<file path="config.mk">
export PLATFORM = sky130hd
export DESIGN_NAME = crc_word_sequencer
export DESIGN_NICKNAME = d
export VERILOG_FILES = /design/src/rtl/crc_word_sequencer.sv
export SDC_FILE = /design/constraint.sdc
export NUM_CORES = 1
export LEC_CHECK = 0
export BUFFER_PORTS_ARGS = -buffer_cell sky130_fd_sc_hd__buf_4
export CAP_MARGIN = 20
export CORE_ASPECT_RATIO = 0.7
export CORE_MARGIN = 3
export CORE_UTILIZATION = 46
export DETAILED_ROUTE_END_ITERATION = 12
export GPL_ROUTABILITY_DRIVEN = 0
export PLACE_DENSITY_LB_ADDON = 0.12
export REMOVE_ABC_BUFFERS = 1
export SYNTH_ARGS = -nofsm -noshare
export SYNTH_HDL_FRONTEND = slang
export SYNTH_SLANG_ARGS = --single-unit
</file>
<file path="constraint.sdc">
create_clock -name clk -period 1.7 [get_ports clk]
set_input_delay 0.51 -clock clk [delete_from_list [all_inputs] [get_ports clk]]
set_output_delay 0.51 -clock clk [all_outputs]
set_load 0.02 [all_outputs]
</file>
<file path="src/rtl/crc_word_sequencer.sv">
// Splits a 32-bit word into LSB-first bytes, issues one request per byte to the
// byte-wise CRC stage with the CRC chained between bytes, and returns the final CRC.
module crc_word_sequencer #(
  parameter int ID_W = 4,
  parameter int XLEN = 32
) (
  input  logic            clk,
  input  logic            rst,
  input  logic            req_valid,
  output logic            req_ready,
  input  logic [ID_W-1:0] req_id,
  input  logic [XLEN-1:0] req_data0,
  input  logic [XLEN-1:0] req_data1,
  input  logic [1:0]      req_len,
  output logic            resp_valid,
  input  logic            resp_ready,
  output logic [ID_W-1:0] resp_id,
  output logic [XLEN-1:0] resp_data,
  output logic [2:0]      resp_status,
  output logic            cfu_req_valid,
  input  logic            cfu_req_ready,
  output logic [ID_W-1:0] cfu_req_id,
  output logic [XLEN-1:0] cfu_req_data0,
  output logic [XLEN-1:0] cfu_req_data1,
  input  logic            cfu_resp_valid,
  output logic            cfu_resp_ready,
  input  logic [ID_W-1:0] cfu_resp_id,
  input  logic [XLEN-1:0] cfu_resp_data,
  input  logic [2:0]      cfu_resp_status
);

  typedef enum logic [1:0] {
    S_IDLE,
    S_ISSUE,
    S_WAIT,
    S_DONE
  } state_t;

  state_t          r_state;
  logic [XLEN-1:0] r_word;
  logic [XLEN-1:0] r_crc;
  logic [1:0]      r_cnt;
  logic [ID_W-1:0] r_id;
  logic [2:0]      r_err;
  logic            r_req_ready;
  logic            r_resp_valid;
  logic            r_cfu_req_valid;
  logic            r_cfu_resp_ready;

  logic            w_status_err;
  logic            w_id_err;

  assign w_status_err = |cfu_resp_status;
  assign w_id_err     = (cfu_resp_id != r_id);

  // Handshake flags are registered alongside the state so each one is high
  // exactly while the FSM sits in its owning state.
  always_ff @(posedge clk) begin
    if (!rst) begin
      r_state          <= S_IDLE;
      r_word           <= '0;
      r_crc            <= '0;
      r_cnt            <= '0;
      r_id             <= '0;
      r_err            <= '0;
      r_req_ready      <= 1'b1;
      r_resp_valid     <= 1'b0;
      r_cfu_req_valid  <= 1'b0;
      r_cfu_resp_ready <= 1'b0;
    end else begin
      case (r_state)
        S_IDLE: begin
          if (req_valid) begin
            r_word          <= req_data0;
            r_crc           <= req_data1;
            r_cnt           <= req_len;
            r_id            <= req_id;
            r_err           <= '0;
            r_req_ready     <= 1'b0;
            r_cfu_req_valid <= 1'b1;
            r_state         <= S_ISSUE;
          end
        end
        S_ISSUE: begin
          if (cfu_req_ready) begin
            r_cfu_req_valid  <= 1'b0;
            r_cfu_resp_ready <= 1'b1;
            r_state          <= S_WAIT;
          end
        end
        S_WAIT: begin
          if (cfu_resp_valid) begin
            r_crc            <= cfu_resp_data;
            r_word           <= r_word >> 8;
            r_err            <= {1'b0, r_err[1] | w_id_err, r_err[0] | w_status_err};
            r_cfu_resp_ready <= 1'b0;
            // Errors are only recorded; every byte is processed regardless.
            if (r_cnt == 2'd0) begin
              r_resp_valid <= 1'b1;
              r_state      <= S_DONE;
            end else begin
              r_cnt           <= r_cnt - 2'd1;
              r_cfu_req_valid <= 1'b1;
              r_state         <= S_ISSUE;
            end
          end
        end
        S_DONE: begin
          if (resp_ready) begin
            r_resp_valid <= 1'b0;
            r_req_ready  <= 1'b1;
            r_state      <= S_IDLE;
          end
        end
        default: begin
          r_state <= S_IDLE;
        end
      endcase
    end
  end

  assign req_ready      = r_req_ready;
  assign resp_valid     = r_resp_valid;
  assign resp_id        = r_id;
  assign resp_data      = r_crc;
  assign resp_status    = r_err;
  assign cfu_req_valid  = r_cfu_req_valid;
  assign cfu_req_id     = r_id;
  assign cfu_req_data0  = {{(XLEN-8){1'b0}}, r_word[7:0]};
  assign cfu_req_data1  = r_crc;
  assign cfu_resp_ready = r_cfu_resp_ready;

endmodule
</file>
## Word-level counts from Yosys, hierarchy flattened

Index checks and enable logic that the tools add are counted.

- Input bits: 115
- Register bits: 79
- Output and inout port bits: 111

- Bitwise operators: 2
- Eq/ne operators: 10
- $add $sub $neg: 1
- Reduce and logical (&&, ||, !) cells: 16
- Muxes and demuxes: 34

Operator list:

| kind | number |
|---|---|
| 32-bit two-way mux | 4 |
| 32-bit case mux with 2 select lines | 2 |
| 2-bit two-way mux | 8 |
| 2-bit != test (second input constant) | 6 |
| 4-bit AND reduction | 3 |
| 1-bit two-way mux | 11 |
| 3-bit AND reduction | 3 |
| 2-bit case mux with 4 select lines | 1 |
| 2-bit nonzero test | 4 |
| 3-bit two-way mux | 2 |
| 1-bit case mux with 2 select lines | 3 |
| 3-bit case mux with 2 select lines | 1 |
| 5-bit AND reduction | 1 |
| 2-bit == test (second input constant) | 2 |
| 2-bit logical NOT | 2 |
| 4-bit != test | 1 |
| 2-bit case mux with 2 select lines | 1 |
| 1-bit case mux with 3 select lines | 1 |
| 3-bit nonzero test | 1 |
| 3-bit OR reduction | 1 |
| 2-bit by 1-bit == test with 1-bit output (second input constant) | 1 |
| 1-bit OR | 2 |
| 2-bit AND reduction | 1 |
| 2-bit by 1-bit subtractor with 2-bit output (second input constant) | 1 |

## Longest topological paths before layout

- Depth in word-level cells: 4
- Mapped depth: 6

## Worst setup path after synthesis

No wires, ideal clock.

- Kind: input-to-reg
- From: input req_valid
- To: register r_crc[1], in the netlist cfu_req_data1[1]
- Setup time: 0.116 ns
- Required time: 1.584 ns
- Path slack: 0.251 ns
- Arrival time: 1.332 ns
- Stages: 5
- Cells stage by stage: mux2_4 -> buf_6 -> buf_2 -> a21o_1 -> o211a_1

- Word-level cells in the longest chain between the ends: 2

Ends and longest elaborated chain:

| element | RTL line | source |
|---|---|---|
| start: declaration | 9 | `input logic req_valid,` |
| 2-bit != test (no source line) | - |  |
| 3-bit AND reduction (no source line) | - |  |
| end signal: assignment | 75 | `r_crc <= req_data1;` |
| end signal: assignment | 93 | `r_crc <= cfu_resp_data;` |
| end: declaration | 41 | `logic [XLEN-1:0] r_crc;` |

Every way passes these cells.
A chain may end at the register's enable or synchronous reset.

## Final worst setup path

- From: register r_state[1]
- To: register r_err[1], in the netlist resp_status[1]

- Word-level cells in the longest chain between the ends: 3
- Elaborated cells on any way between the ends: 7
- Classes of those cells: eq/ne (3); mux (1); reduce/logical (3)

Ends and longest elaborated chain:

| element | RTL line | source |
|---|---|---|
| start: declaration | 39 | `state_t r_state;` |
| start signal: assignment | 60 | `r_state <= S_IDLE;` |
| start signal: assignment | 81 | `r_state <= S_ISSUE;` |
| start signal: assignment | 88 | `r_state <= S_WAIT;` |
| 2-bit == test or 2-bit logical NOT (tied branches) | 71 | `case (r_state)` |
| 2-bit != test (no source line) or 2-bit nonzero test (tied branches) | - |  |
| 3-bit AND reduction (no source line) | - |  |
| end signal: assignment | 95 | `r_err <= {1'b0, r_err[1] \| w_id_err, r_err[0] \| w_status_err};` |
| end: declaration | 44 | `logic [2:0] r_err;` |

Parallel ways exist; a longest one is shown, timed or not.

==> results.cfg <==
[cts]
postCtsSetupBuffers = 0
cts.sinks = 78
cts-root-buf = clkbuf_16
cts_hold_buf = 0
clk_pin_slew_ps = 60
clk_latency_ps = 330
cts_inserted_buffers = 9
post_cts_resized = 0
h-tree-depth = 3
clk_path_buf_depth = 2
cts_tree = yes

[synthesis]
synth.distinct_cells = 35
ys_warn_count = 0
synth_seq_area_share = 0.3570
synth-seq-cells = 78
yosys.area.top_type = dfxtp_1
avgSynthCellArea_um2 = 9.964
syn_inst = 439
synth_area_leaders = dfxtp_1, buf_4, mux2i_1, o211a_1, mux2_4
yosysTopAreaCellShare = 0.3570
syn-cell-area_um2 = 4374

[cells_and_area]
finalNonFillerCells = 709
area_delta_synth_final_pct = 33.98
fin_area_um2 = 5861
nets = 696
drive_above_1_share = 0.4547
mostFrequentLayoutCells = buf_4, dfxtp_1, a21oi_1
mostFrequentLayoutCell = buf_4
n_antenna_cell = 0

[global_route]
grt_pass1_vias = 3325
grt_pass1_wl_um = 15830
grt_overflow = 0
grt_max_degree = 62
grt.total_usage = 0.1846
antenna_found_initial = 0

[worst_setup_path]
cp_cell_sequence = mux2_4, buf_12, a21oi_1, a2111oi_0
reg2reg_from = r_state[1]
cp_slowest_cell = dfxtp_1
endpoint_kind = flip-flop
slowest_delay_ps = 430
cp-endpoint = resp_status[1]
rrSetupSlack_ps = 230
path_max_fanout = 61
critPathRequiredTime_ps = 1910
worstSetupPathType = reg -> reg
reg2reg_depth = 4
startpoint = r_state[1]
cp.arrival_ps = 1680
cp-start-kind = flip-flop
rr_endpoint = resp_status[1]

[sta]
max_freq_mhz = 680.9
post-route-period-util = 0.8639
clock_skew_ps = 4.301
fin_tns_setup_ps = 0
hold_viol = 0
rsz0062_at_grt = no
setup_viol_count_final = 0
maxSlewViolCount = 0
worst_hold_slack_ps = 421.8
fin_crit_ps = 1469
timing.final.ws_setup_ps = 231.4

[power_and_ir_drop]
powerDensity_nw_per_um2 = 967.8
p_leak_nw = 3.221
vdd_drop_max_v = 0.0006278

[drt]
ant_nets = 0
drcViolationCount = 0
wl_per_cell_um = 14.94
avgViaCountPerCell = 5.111
drtPass1Iterations = 4
wl_um = 10590
vias = 3624
drtIter0Drc = 165

[floorplanning]
pin_count = 226
die_height_um = 87.59
die_width_um = 122.6
rows = 29
initial_core_util = 0.4784
dieArea_um2 = 10730
core_area_um2 = 9144

[placed_design]
hpwl_um = 7662
dpl_cell_area_um2 = 5559
port_buffers = 200
placedCellCount = 693
pre_cts_ws_ps = 84.80

[job]
maxCapViolations = 0

[run_status]
outcome = finished clean

[hold_path]
hold_class = in -> reg
## area by class of cell
class / instances / area (µm²)
clock inverters: 4 / 45.04
repair buffers: 215 / 1689
clock buffers: 12 / 256.5
well taps: 124 / 155.1
multi-input cells: 271 / 2135
fillers: 803 / 3283
inverters: 5 / 18.77
flip-flops and latches: 78 / 1562
## worst max-delay path: cells and delay by family, from the launching register on
| family | cells | cell delay (ps) |
|---|---|---|
| buf+inv | 1 | 240 |
| compound gates | 2 | 450 |
| flops | 1 | 430 |
| mux | 1 | 230 |
## sequential cells by signal (all words and copies together), names as in the netlist
signal	count
cfu_req_data1	32
r_word	32
cfu_req_id	4
r_cnt	2
r_state	2
resp_status	2
cfu_req_valid	1
cfu_resp_ready	1
req_ready	1
resp_valid	1
## metal layers
layer | wire length, µm | share of wire | GRT usage
met5 | 0 | 0 | 0
met4 | 126 | 0.012 | 0.06301
met3 | 849 | 0.080 | 0.05810
met2 | 5078 | 0.48 | 0.2951
met1 | 4535 | 0.43 | 0.2384
## Yosys cell counts (all sizes together)
cell / n
a2bb2oi: 1
nor4: 1
nand3b: 1
xor2: 4
and3b: 1
a21o: 32
o21ai: 10
clkbuf: 14
dfxtp: 78
nor3: 1
nor2: 5
a31oi: 1
a2111oi: 1
a41oi: 1
nand2: 16
mux2i: 32
mux2: 33
ha: 1
nand2b: 3
clkinv: 1
buf: 95
a311oi: 25
nor3b: 1
o211a: 32
or3: 1
o211ai: 3
nor2b: 1
a21oi: 39
conb: 1
inv: 4
## how the worst min path moves through the flow
stage | start | end | slack (ps) | cells after the start
detailed placement | cfu_req_valid | cfu_req_valid | 470 | 2
global route | req_data0[31] | r_word[31] | 420 | 3
floorplan | r_cnt[1] | r_cnt[1] | 440 | 2
CTS | req_id[0] | cfu_req_id[0] | 410 | 3
global placement | r_cnt[1] | r_cnt[1] | 450 | 2
finish | req_id[0] | cfu_req_id[0] | 420 | 3
## per-stage QoR
stage               utilization  total power, mW
global placement         0.6080            3.785
CTS                      0.6409            5.741
finish                   0.6409            5.672
floorplan                     -            3.061
global route             0.6409            5.960
detailed placement       0.6080            3.813
## cells by family after synthesis
family	Yosys count	synth area share
fa+ha+maj	1	0.002860
mux	65	0.1728
xor+xnor	4	0.008008
compound gates	145	0.2469
simple gates	31	0.03604
flops	78	0.3570
buf+inv	114	0.1756
other cells	1	0.0008573
## report_power, final
part	switching (mW)	leakage, nW	total (mW)	internal, mW
combinational	0.808	2.42	1.62	0.813
sequential	0.130	0.646	2.15	2.02
clock	0.698	0.152	1.91	1.21
total	1.64	3.22	5.67	4.04
No activity file was read; power rests on OpenSTA's default activity.
